File: config.mk
export PLATFORM = sky130hd
export DESIGN_NAME = glyph_renderer
export DESIGN_NICKNAME = d
export VERILOG_FILES = /design/src/rtl/render_pkg.sv /design/src/rtl/scale_counter.sv /design/src/rtl/glyph_renderer.sv
export SDC_FILE = /design/constraint.sdc
export NUM_CORES = 1
export LEC_CHECK = 0
export ABC_CLOCK_PERIOD_IN_PS = 5430
export CAP_MARGIN = 10
export CORE_MARGIN = 5
export CORE_UTILIZATION = 56
export DETAILED_ROUTE_END_ITERATION = 7
export PLACE_DENSITY_LB_ADDON = 0.3
export SYNTH_ARGS = -nofsm -noshare
export SYNTH_HDL_FRONTEND = slang
export SYNTH_HIERARCHICAL = 1
export SYNTH_SLANG_ARGS = --single-unit
File: constraint.sdc
create_clock -name clock -period 5.43 [get_ports clock]
set_clock_uncertainty 0.1 [all_clocks]
set_input_delay 1.629 -clock clock [delete_from_list [all_inputs] [get_ports clock]]
set_output_delay 1.629 -clock clock [all_outputs]
set_load 0.1 [all_outputs]
File: src/rtl/render_pkg.sv
// Shared types and default geometry for the glyph, square and text-layout renderers.
package render_pkg;

    localparam int unsigned DEF_CHAR_W  = 7;
    localparam int unsigned DEF_FONT_W  = 5;
    localparam int unsigned DEF_FONT_H  = 7;
    localparam int unsigned DEF_X_W     = 9;
    localparam int unsigned DEF_Y_W     = 8;
    localparam int unsigned DEF_SCALE_W = 4;

    typedef enum logic [2:0] {
        IDLE,
        FETCH,
        WAIT,
        EMIT,
        DONE
    } state_t;

    // Address width for a table of 'value' entries; never less than one bit.
    function automatic int unsigned clog2(input int unsigned value);
        int unsigned width;
        width = 1;
        while ((64'd1 << width) < 64'(value)) begin
            width++;
        end
        return width;
    endfunction

endpackage

File: src/rtl/scale_counter.sv
// Modulo-S counter: counts 0..last, flags the final count so callers can cascade.
module scale_counter #(
    parameter int unsigned W = 4
) (
    input  logic         clock,
    input  logic         resetn,
    input  logic         clear,
    input  logic         advance,
    input  logic [W-1:0] last,
    output logic         wrap_c
);

    logic [W-1:0] count;

    assign wrap_c = (count == last);

    // Restart on clear, otherwise step and fold back to zero after 'last'.
    always_ff @(posedge clock or negedge resetn) begin
        if (!resetn) begin
            count <= '0;
        end else if (clear) begin
            count <= '0;
        end else if (advance) begin
            count <= wrap_c ? '0 : count + W'(1);
        end
    end

endmodule

File: src/rtl/glyph_renderer.sv
// Rasterises one scaled glyph from an external font ROM onto a valid/ready pixel stream.
module glyph_renderer
    import render_pkg::*;
#(
    parameter int unsigned CHAR_W  = DEF_CHAR_W,
    parameter int unsigned FONT_W  = DEF_FONT_W,
    parameter int unsigned FONT_H  = DEF_FONT_H,
    parameter int unsigned X_W     = DEF_X_W,
    parameter int unsigned Y_W     = DEF_Y_W,
    parameter int unsigned SCALE_W = DEF_SCALE_W
) (
    input  logic                      clock,
    input  logic                      resetn,
    input  logic                      start,
    input  logic [CHAR_W-1:0]         char,
    input  logic [X_W-1:0]            origin_x,
    input  logic [Y_W-1:0]            origin_y,
    input  logic [SCALE_W-1:0]        scale,
    input  logic                      opaque,
    output logic                      rom_en,
    output logic [CHAR_W-1:0]         rom_char,
    output logic [clog2(FONT_H)-1:0]  rom_row,
    input  logic [FONT_W-1:0]         rom_bits,
    output logic                      out_valid,
    input  logic                      out_ready,
    output logic [X_W-1:0]            out_x,
    output logic [Y_W-1:0]            out_y,
    output logic                      out_fg,
    output logic                      busy,
    output logic                      done
);

    localparam int unsigned COL_W = clog2(FONT_W);
    localparam int unsigned ROW_W = clog2(FONT_H);
    localparam int unsigned XP_W  = X_W + 1;
    localparam int unsigned YP_W  = Y_W + 1;
    localparam logic [COL_W-1:0] COL_LAST = COL_W'(FONT_W - 1);
    localparam logic [ROW_W-1:0] ROW_LAST = ROW_W'(FONT_H - 1);

    state_t state_q, state_d;

    logic [CHAR_W-1:0]  char_q;
    logic [X_W-1:0]     ox_q;
    logic [SCALE_W-1:0] s_last_q;
    logic               opaque_q;
    logic [FONT_W-1:0]  row_q, row_d;
    logic [COL_W-1:0]   c_q, c_d;
    logic [ROW_W-1:0]   r_q, r_d;
    logic [XP_W-1:0]    x_q, x_d;
    logic [YP_W-1:0]    y_q, y_d;
    logic [FONT_W-1:0]  cand_bits;

    logic accept, step, row_end, sx_wrap, sy_wrap, col_last, row_last, fg_d;
    logic rom_en_d, out_valid_d, out_fg_d, busy_d, done_d;

    assign rom_char = char_q;
    assign rom_row  = r_q;
    assign out_x    = x_q[X_W-1:0];
    assign out_y    = y_q[Y_W-1:0];
    assign col_last = (c_q == COL_LAST);
    assign row_last = (r_q == ROW_LAST);

    // Sub-column advances on every consumed candidate; sub-row at the end of each scan line.
    scale_counter #(.W(SCALE_W)) u_sx (
        .clock   (clock),
        .resetn  (resetn),
        .clear   (accept),
        .advance (step),
        .last    (s_last_q),
        .wrap_c  (sx_wrap)
    );

    scale_counter #(.W(SCALE_W)) u_sy (
        .clock   (clock),
        .resetn  (resetn),
        .clear   (accept),
        .advance (row_end),
        .last    (s_last_q),
        .wrap_c  (sy_wrap)
    );

    // State register.
    always_ff @(posedge clock or negedge resetn) begin
        if (!resetn) begin
            state_q <= IDLE;
        end else begin
            state_q <= state_d;
        end
    end

    // Next state, scan position and next registered outputs for the upcoming candidate pixel.
    always_comb begin
        state_d   = state_q;
        accept    = 1'b0;
        step      = 1'b0;
        row_end   = 1'b0;
        row_d     = row_q;
        c_d       = c_q;
        r_d       = r_q;
        x_d       = x_q;
        y_d       = y_q;
        cand_bits = row_q;

        case (state_q)
            IDLE: begin
                if (start) begin
                    accept  = 1'b1;
                    state_d = FETCH;
                    c_d     = '0;
                    r_d     = '0;
                    x_d     = {1'b0, origin_x};
                    y_d     = {1'b0, origin_y};
                end
            end
            FETCH: state_d = WAIT;
            WAIT: begin
                // Row data arrives now; the first candidate is built straight from it.
                row_d     = rom_bits;
                cand_bits = rom_bits;
                state_d   = EMIT;
            end
            EMIT: begin
                step = !out_valid || out_ready;
                if (step) begin
                    if (sx_wrap && col_last) begin
                        row_end = 1'b1;
                        c_d     = '0;
                        x_d     = {1'b0, ox_q};
                        y_d     = y_q + YP_W'(1);
                        if (sy_wrap) begin
                            if (row_last) begin
                                state_d = DONE;
                            end else begin
                                state_d = FETCH;
                                r_d     = r_q + ROW_W'(1);
                            end
                        end
                    end else begin
                        if (sx_wrap) begin
                            c_d = c_q + COL_W'(1);
                        end
                        x_d = x_q + XP_W'(1);
                    end
                end
            end
            DONE: state_d = IDLE;
            default: state_d = IDLE;
        endcase

        fg_d        = cand_bits[COL_LAST - c_d];
        out_fg_d    = (state_d == EMIT) && fg_d;
        out_valid_d = (state_d == EMIT) && (fg_d || opaque_q) && !x_d[X_W] && !y_d[Y_W];
        rom_en_d    = (state_d == FETCH);
        busy_d      = (state_d == FETCH) || (state_d == WAIT) || (state_d == EMIT);
        done_d      = (state_d == DONE);
    end

    // Latched request, scan position and registered outputs.
    always_ff @(posedge clock or negedge resetn) begin
        if (!resetn) begin
            char_q    <= '0;
            ox_q      <= '0;
            s_last_q  <= '0;
            opaque_q  <= 1'b0;
            row_q     <= '0;
            c_q       <= '0;
            r_q       <= '0;
            x_q       <= '0;
            y_q       <= '0;
            rom_en    <= 1'b0;
            out_valid <= 1'b0;
            out_fg    <= 1'b0;
            busy      <= 1'b0;
            done      <= 1'b0;
        end else begin
            if (accept) begin
                char_q   <= char;
                ox_q     <= origin_x;
                s_last_q <= (scale == '0) ? '0 : scale - SCALE_W'(1);
                opaque_q <= opaque;
            end
            row_q     <= row_d;
            c_q       <= c_d;
            r_q       <= r_d;
            x_q       <= x_d;
            y_q       <= y_d;
            rom_en    <= rom_en_d;
            out_valid <= out_valid_d;
            out_fg    <= out_fg_d;
            busy      <= busy_d;
            done      <= done_d;
        end
    end

endmodule

* Word-level counts from Yosys, hierarchy flattened
Cells that the tools add are included.
Operators by class: order comparisons 1, add/sub/neg operators 8, mux-type cells 41, reductions and logical operators 20, equal/unequal tests 16
Operator list (number):
- $mux 3 | 14
- $mux 10 | 3
- $mux 4 | 7
- $mux 9 | 3
- $pmux 10 s2 | 1
- $pmux 9 s2 | 1
- $eq 3x2->1 const B | 4
- $pmux 3 s2 | 2
- $pmux 3 s4 | 1
- $add 10x1->10 const B | 1
- $add 9x1->9 const B | 1
- $eq 3x3->1 const B | 3
- $add 4x1->4 const B | 2
- $eq 4x4->1 | 2
- $ne 2x2->1 const B | 4
- $mux 1 | 7
- $add 3x1->3 const B | 2
- $eq 3x1->1 const B | 2
- $reduce_and 6->1 | 1
- $reduce_bool 2->1 | 3
- $logic_and 1x1->1 | 5
- $mux 5 | 1
- $logic_not 4->1 | 1
- $logic_or 1x1->1 | 4
- other kinds (9) | 11
Word-level totals: input bits 38, register bits after elaboration 67, output and inout bits 32

* Longest topological paths before layout
Gate-level depths: netlist (run 1).
word-level depth 12, gate-level depth with buffers 14, mapped depth without buffers 12

* Cells and area by module
The synthesis (run 1) kept the hierarchy.
By module, submodules not included:
- glyph_renderer | instances 1, area an instance 3119.2 µm², cells an instance 343
- scale_counter | instances 2, area an instance 284.0 µm², cells an instance 27

* Worst setup path after synthesis (run 1)
OpenSTA, ideal clock, no wires.
kind input-to-reg, start input out_ready, end register out_valid, data required time 5.248 ns, path slack 1.492 ns, stages 12, arrival 3.756 ns, cells stage by stage nand2b_1 > clkbuf_1 > nand2_1 > nor2_1 > a32o_1 > inv_1 > ha_1 > inv_1 > nor2_1 > or3_1 > a21o_1 > a31oi_1
Between the ends: cells in the longest elaborated chain, start to end 10
RTL lines:
- start: declaration | line glyph_renderer.sv:25 | input logic out_ready,
- $logic_or 1x1->1 | line glyph_renderer.sv:123 | step = !out_valid || out_ready;
- $mux 3 | line glyph_renderer.sv:124 | if (step) begin
- $pmux 3 s2 | line glyph_renderer.sv:104 | case (state_q)
- named net c_d[1] | line glyph_renderer.sv:47 | logic [COL_W-1:0] c_q, c_d;
- $sub 3x3->3 | line glyph_renderer.sv:150 | fg_d = cand_bits[COL_LAST - c_d];
- $bmux 1 s3 | line glyph_renderer.sv:150
- $mux 1 (not written as such) | line glyph_renderer.sv:150
- $logic_or 1x1->1 | line glyph_renderer.sv:152 | out_valid_d = (state_d == EMIT) && (fg_d || opaque_q) && !x_d[X_W] && !y_d[Y_W];
- $logic_and 1x1->1 (3 in a row) | line glyph_renderer.sv:152
- named net out_valid_d | line glyph_renderer.sv:54 | logic rom_en_d, out_valid_d, out_fg_d, busy_d, done_d;
- end signal: assignment | line glyph_renderer.sv:188 | out_valid <= out_valid_d;
- end: declaration | line glyph_renderer.sv:24 | output logic out_valid,
The timed path passes the listed nets, and every way through them passes these cells. The select of a mux whose other input is x is not followed. A chain may end at the register's enable or synchronous reset.

* Worst setup path in the final report (run 1)
Same ends and word-level chain as after synthesis.

==> results of run 1 <==
[area by class of cell]
| class | count | area [sq um] | share of cell area, % |
|---|---|---|---|
| Multi-Input combinational cell | 282 | 1729 | 38.47 |
| Sequential cell | 67 | 1677 | 37.31 |
| Timing Repair Buffer | 71 | 700.7 | 15.59 |
| Clock buffer | 10 | 137.6 | 3.062 |
| Tap cell | 77 | 96.34 | 2.144 |
| Clock inverter | 6 | 88.84 | 1.977 |
| Inverter | 14 | 65.06 | 1.448 |
[power by group]
| group | leakage (uW) | switching, uW | total (uW) | internal [uW] |
|---|---|---|---|---|
| Clock | 0.000108 | 194 | 465 | 271 |
| Sequential | 0.000851 | 133 | 750 | 618 |
| Combinational | 0.00107 | 776 | 1130 | 354 |
[per-layer routing]
layer  GRT usage, %  share of wire (%)  vias up
met3          3.719                6.3       11
met2          35.70                 49       98
li1               -                  -     1470
met4          6.601                1.2        0
met5              0                  0        -
met1          27.64                 43     1479
[worst max-delay path, cell delays in order]
cell	delay, ns
clkdlybuf4s50_1	0.48
nand2b_1	0.34
nand2_1	0.28
nor2_1	0.38
a32o_1	0.26
inv_1	0.05
ha_1	0.30
inv_1	0.11
nor2_1	0.05
or3_1	0.34
a21o_1	0.19
a31oi_1	0.15
[flip-flops by register name, summed over array words and instances, names as in the netlist, 4 cells and up]
| register | cells |
|---|---|
| y_q | 9 |
| ox_q | 9 |
| u_sx/count | 4 |
| rom_char | 7 |
| x_q | 10 |
| u_sy/count | 4 |
| s_last_q | 4 |
| row_q | 5 |
[worst paths after layout]
| path | slack (ns) | cells past startpoint | end | from |
|---|---|---|---|---|
| worst min-delay path | 0.37 | 2 | rom_char[0] | rom_char[0] |
| max in group asynchronous | 2.98 | 2 | u_sx/count[1] | resetn |
| worst min register to register | 0.37 | 2 | rom_char[0] | rom_char[0] |
| worst max register to register | 1.70 | 8 | u_sy/count[2] | s_last_q[1] |
| worst max-delay path | 1.05 | 12 | out_valid | out_ready |
| min in group asynchronous | 1.35 | 1 | s_last_q[0] | resetn |
[cell usage after synthesis, types with 9 or more instances]
| library cell | number | area, sq um |
|---|---|---|
| nand3_1 | 16 | 80.08 |
| dfrtp_1 | 67 | 1677 |
| a21oi_1 | 10 | 50.05 |
| xor2_1 | 10 | 87.58 |
| clkbuf_1 | 9 | 33.78 |
| buf_4 | 18 | 135.1 |
| nor2_1 | 31 | 116.4 |
| o21ai_0 | 15 | 75.07 |
| and3_1 | 9 | 56.30 |
| ha_1 | 9 | 112.6 |
| inv_1 | 12 | 45.04 |
| nand2_1 | 88 | 330.3 |
[kinds of logic after synthesis]
logic type / after synthesis / synth area share [%]
AND/OR/NAND/NOR: 181 / 23.72
AO/OA/AOI/OAI: 70 / 14.32
flip-flops: 67 / 45.47
buffers and inverters: 48 / 7.635
XOR/XNOR: 12 / 2.850
multiplexers: 10 / 2.952
adder cells (fa/ha/maj): 9 / 3.054
[through the flow]
| stage | cells | setup slack (ns) |
|---|---|---|
| after floorplan | 397 | 1.492 |
| after global placement | 511 | 0.8562 |
| after detailed placement | 511 | 0.7369 |
| after CTS | 527 | 1.090 |
| after global routing | 527 | 0.8527 |
| final | 527 | 1.048 |
[placed cells by master (no fill, tap or decap), types with 3 or more instances in the layout]
cell,n
a211oi_1,3
a21oi_1,10
a31oi_1,4
and3_1,9
clkbuf_8,10
clkdlybuf4s50_1,68
dfrtp_1,67
ha_1,9
inv_1,12
mux2_2,7
mux2i_1,3
nand2_1,88
nand2b_1,3
nand3_1,16
nand3b_1,6
nand4_1,5
nor2_1,31
nor3_1,5
o211ai_1,8
o21ai_0,15
o311ai_0,3
o32ai_1,4
or2b_1,4
or3_1,3
xor2_1,10
==> qor_table.md, run 1 <==
| Item | This run | Unit |
|:---|:---|:---|
| HPWL after DPL | 5.813 | mm |
| Max Clk Rate | 0.2282 | GHz |
| Final Hold Fails | 0 | - |
| Vias post-DR | 3058 | - |
| Post-detailed-route count of antenna-violating nets | 0 | - |
| Total of max-cap violations | 0 | - |
| Area of the mapped netlist | 3687 | sq um |
| Clk buf depth | 2 | - |
| Overall die height | 91.15 | um |
| Residual DRC | 0 | - |
| Maximum number of pins on one net before global-route repair | 49 | - |
| Clock Sinks | 67 | - |
| Quantity of hold-fixing buffers added after cts | 0 | - |
| Std cell rows | 29 | - |
| Number of nets in the layout | 492 | - |
| Number of filler instances in the final layout | 515 | - |
| Category of the worst setup path launch point | input port | - |
| Largest fanout on the critical path | 8 | - |
| First-pass DRT Iterations | 4 | - |
| Min-delay worst type | reg2reg | - |
| Count of instances resized after the clock tree is built | 0 | - |
| Gate count after technology mapping | 397 | - |
| H-tree depth reported by CTS | 3 | - |
| All-layer global routing usage | 21.11 | % |
| Run status | finished clean | - |
| Worst hold slack | 0.3749 | ns |
| Via count of the first global-routing pass | 3063 | - |
| Final std cell area, no fill | 4494 | sq um |
| Number of buffers inserted by post-CTS setup repair | 0 | - |
| Number of inserted diodes | 0 | - |
| Total Power Consumption | 2346 | uW |
| Core area | 6386 | sq um |
| Total nets after synthesis | 444 | - |
| Area of the die | 8307 | sq um |
| Critical Path Sink Type | flop | - |
| Number of flops mapped to enable cells by yosys | 0 | - |
| Latest clock arrival within the worst-skew pair | 0.34 | ns |
| Clock root buffer | clkbuf_8 | - |
| CTS tree | built | - |
| RSZ-0062 raised after global routing | false | - |
| Die Width | 91.15 | um |
| Initial standard-cell utilization of the core | 57.74 | % |
| Total negative setup slack | 0 | ns |
| Worst slew slack as a fraction of its limit | 33.41 | % |
| Avg WL per Cell | 16.05 | um |
| Transition time at the pin with the least slew margin | 0.9957 | ns |
| Final-report setup violation count | 0 | - |
| Share of post-route cells with drive strength above 1 | 8.667 | % |
| Sequential fraction of the synthesis area | 45.47 | % |
| PwrDens | 522.0 | nW/um^2 |
| Final design utilization | 70.38 | % |
| I/O pin count | 70 | - |
| Warning count from the yosys run | 6 | - |
| Gr ovfl total | 0 | - |
| Max VDD drop | 0.0004135 | V |
| CTS Buf Count | 9 | - |
| Synthesis-to-finish area growth | 21.89 | % |
| Antenna violations before repair | 0 | - |
| Ratio of final minimum period to clock period | 80.71 | % |
| Main synth FF type | dfrtp_1 | - |
| Global-route wire length before repair | 14.58 | mm |
| Final worst path period need | 4.382 | ns |
| Port Buffers | 69 | - |
| Pins over their slew limit | 0 | - |
| Starting DRT DRC Count | 239 | - |
| Gpl congestion | 0.8351 | - |
| Synth cell types | 55 | - |
| Instance area after placement | 4268 | sq um |
| Type of the worst setup path | in2reg | - |
| Arrival time reported for the critical path endpoint | 4.55 | ns |
| Lkg Pwr | 0.002029 | uW |
| WL final | 8.456 | mm |
| Post-synthesis sequential element count | 67 | - |
| Via-to-Cell Ratio | 5.803 | - |
| Avg Cell Area, Syn | 9.288 | sq um |
| Clock-pin slew on the worst setup and hold paths | 0.08 | ns |
| Required time at the worst-slack endpoint | 5.60 | ns |
| Proportion of synthesized flip-flops having asynchronous set or reset | 100.0 | % |
(Power assumes the default switching activity.)
==> inputs of run 2 (changes only) <==
--- a/config.mk
+++ b/config.mk
@@ -5,10 +5,10 @@
 export SDC_FILE = /design/constraint.sdc
 export NUM_CORES = 1
 export LEC_CHECK = 0
-export ABC_CLOCK_PERIOD_IN_PS = 5430
+export ABC_CLOCK_PERIOD_IN_PS = 3950
 export CAP_MARGIN = 10
 export CORE_MARGIN = 5
-export CORE_UTILIZATION = 56
+export CORE_UTILIZATION = 47
 export DETAILED_ROUTE_END_ITERATION = 7
 export PLACE_DENSITY_LB_ADDON = 0.3
 export SYNTH_ARGS = -nofsm -noshare
==> constraint.sdc (replaced) <==
create_clock -name clock -period 3.95 [get_ports clock]
set_clock_uncertainty 0.1 [all_clocks]
set_input_delay 1.185 -clock clock [delete_from_list [all_inputs] [get_ports clock]]
set_output_delay 1.185 -clock clock [all_outputs]
set_load 0.1 [all_outputs]
==> qor_table.md, run 2 (synthesized netlist as in run 1, its figures left out) <==
| Item | This run | Unit |
|:---|:---|:---|
| Lkg Pwr | 0.002119 | uW |
| Overall die height | 98.58 | um |
| Type of the worst setup path | in2reg | - |
| Maximum number of pins on one net before global-route repair | 48 | - |
| Min-delay worst type | reg2reg | - |
| Largest registers in the final layout | x_q (10), ox_q (9), y_q (9) | - |
| Number of nets in the layout | 499 | - |
| Total negative setup slack | 0 | ns |
| Combinational Power Share | 47.9 | % |
| Area of the die | 9717 | sq um |
| Pins over their slew limit | 0 | - |
| Antenna violations before repair | 0 | - |
| Starting DRT DRC Count | 108 | - |
| Quantity of hold-fixing buffers added after cts | 0 | - |
| Max Clk Rate | 0.2745 | GHz |
| Final worst path period need | 3.642 | ns |
| First-pass DRT Iterations | 4 | - |
| Synthesis-to-finish area growth | 22.33 | % |
| Share of power burned in registers | 32.1 | % |
| Number of inserted diodes | 0 | - |
| Residual DRC | 0 | - |
| Final-report setup violation count | 0 | - |
| Clock root buffer | clkbuf_8 | - |
| Run status | finished clean | - |
| P_int | 1695 | uW |
| CTS tree | built | - |
| Gpl congestion | 0.8758 | - |
| Arrival time reported for the critical path endpoint | 3.79 | ns |
| Max VDD drop | 0.0003846 | V |
| Post-detailed-route count of antenna-violating nets | 0 | - |
| Gr ovfl total | 0 | - |
| Pre-CTS setup slack | 0.06000 | ns |
| Net Sw Frac | 47.56 | % |
| Worst Setup Slack, final | 0.3075 | ns |
| Via-to-Cell Ratio | 5.454 | - |
| Worst slew slack as a fraction of its limit | 43.75 | % |
| Clock-pin slew on the worst setup and hold paths | 0.08 | ns |
| Die Width | 98.58 | um |
| RSZ-0062 raised after global routing | false | - |
| Clock Sinks | 67 | - |
| Avg WL per Cell | 15.71 | um |
| Number of buffers inserted by post-CTS setup repair | 0 | - |
| Number of filler instances in the final layout | 724 | - |
| Transition time at the pin with the least slew margin | 0.8437 | ns |
| WL final | 8.783 | mm |
| Required time at the worst-slack endpoint | 4.10 | ns |
| Leading cell types in the layout, fill and taps excluded | nand2_1 (88), dfrtp_1 (67), buf_4 (40), clkdlybuf4s50_1 (36), nor2_1 (31) | - |
| Final Hold Fails | 0 | - |
| H-tree depth reported by CTS | 3 | - |
| Final design utilization | 58.68 | % |
| Vias post-DR | 3049 | - |
| Ratio of final minimum period to clock period | 92.21 | % |
| Total of max-cap violations | 0 | - |
| Category of the worst setup path launch point | input port | - |
| Most common cell after layout, fill and taps aside | nand2_1 | - |
| Minimum setup slack among reg-to-reg paths | 0.59 | ns |
| Port Buffers | 69 | - |
| Initial standard-cell utilization of the core | 47.97 | % |
| Clk buf depth | 2 | - |
| Number of flip-flops in the largest register | 10 | - |
| Total Power Consumption | 3232 | uW |
| Core area | 7687 | sq um |
| Clock Power Share | 20.0 | % |
| Via count of the first global-routing pass | 3099 | - |
| HPWL after DPL | 6.189 | mm |
| Largest fanout on the critical path | 8 | - |
| P_sw | 1537 | uW |
| All-layer global routing usage | 18.93 | % |
| Latest clock arrival within the worst-skew pair | 0.34 | ns |
| Count of instances resized after the clock tree is built | 0 | - |
| Critical Path Sink Type | flop | - |
| Std cell rows | 32 | - |
| Most flops, register | x_q | - |
| CTS Buf Count | 9 | - |
| Share of post-route cells with drive strength above 1 | 17.07 | % |
| I/O pin count | 70 | - |
| PwrDens | 716.5 | nW/um^2 |
| Global-route wire length before repair | 15.12 | mm |
==> run 2: cell count changes in the layout (fill, tap and decap cells not counted) <==
cell | before | now
buf_12 | 0 | 1
buf_4 | 2 | 40
clkdlybuf4s50_1 | 68 | 36
==> run 2: worst paths after layout <==
check / end / from / cells past startpoint
setup / recovery: out_valid / out_ready / 12
hold / removal: rom_char[3] / rom_char[3] / 2
setup reg to reg: out_valid / s_last_q[1] / 13
hold reg to reg: rom_char[3] / rom_char[3] / 2
max in group asynchronous: x_q[6] / resetn / 2
min in group asynchronous: rom_char[3] / resetn / 1
==> run 2: final cells by class <==
cell class	instances	area, sq um	share of cell area [%]
Clock buffer	10	137.6	3.051
Clock inverter	6	88.84	1.969
Inverter	14	65.06	1.442
Multi-Input combinational cell	282	1729	38.34
Sequential cell	67	1677	37.17
Tap cell	102	127.6	2.829
Timing Repair Buffer	78	685.7	15.20
==> run 2: metal layers <==
layer / wire length (um) / vias up / part of all wire, % / track usage, %
met5: 0 / - / 0 / 0
met4: 160 / 0 / 1.8 / 6.197
met3: 457 / 14 / 5.2 / 4.176
met2: 4336 / 77 / 49 / 31.88
met1: 3828 / 1482 / 44 / 24.25
li1: - / 1476 / - / -
==> run 2: per-stage QoR <==
stage / instance area, sq um / hold WS (ns) / cells
5_1_grt: 4511 / 0.3999 / 559
3_5_place_dp: 4284 / 0.3624 / 543
4_1_cts: 4511 / 0.3812 / 559
3_3_place_gp: 4284 / 0.3559 / 543
2_1_floorplan: 3687 / 0.3408 / 397
6_report: 4511 / 0.3763 / 559
==> run 2: power by group through the flow <==
stage | clock [uW] | combinational [uW] | sequential, uW
finish | 647 | 1550 | 1040
global route | 696 | 1660 | 1060
CTS | 661 | 1560 | 1030
detailed placement | 0 | 1540 | 1050
global placement | 0 | 1500 | 1040
floorplan | 0 | 1150 | 1150
==> run 2: worst max-delay path, stage by stage <==
cell	delay (ns)
clkdlybuf4s50_1	0.48
nand2b_1	0.33
nand2_1	0.12
nor2_1	0.15
a32o_1	0.22
inv_1	0.07
ha_1	0.32
inv_1	0.11
nor2_1	0.06
or3_1	0.34
a21o_1	0.20
a31oi_1	0.20
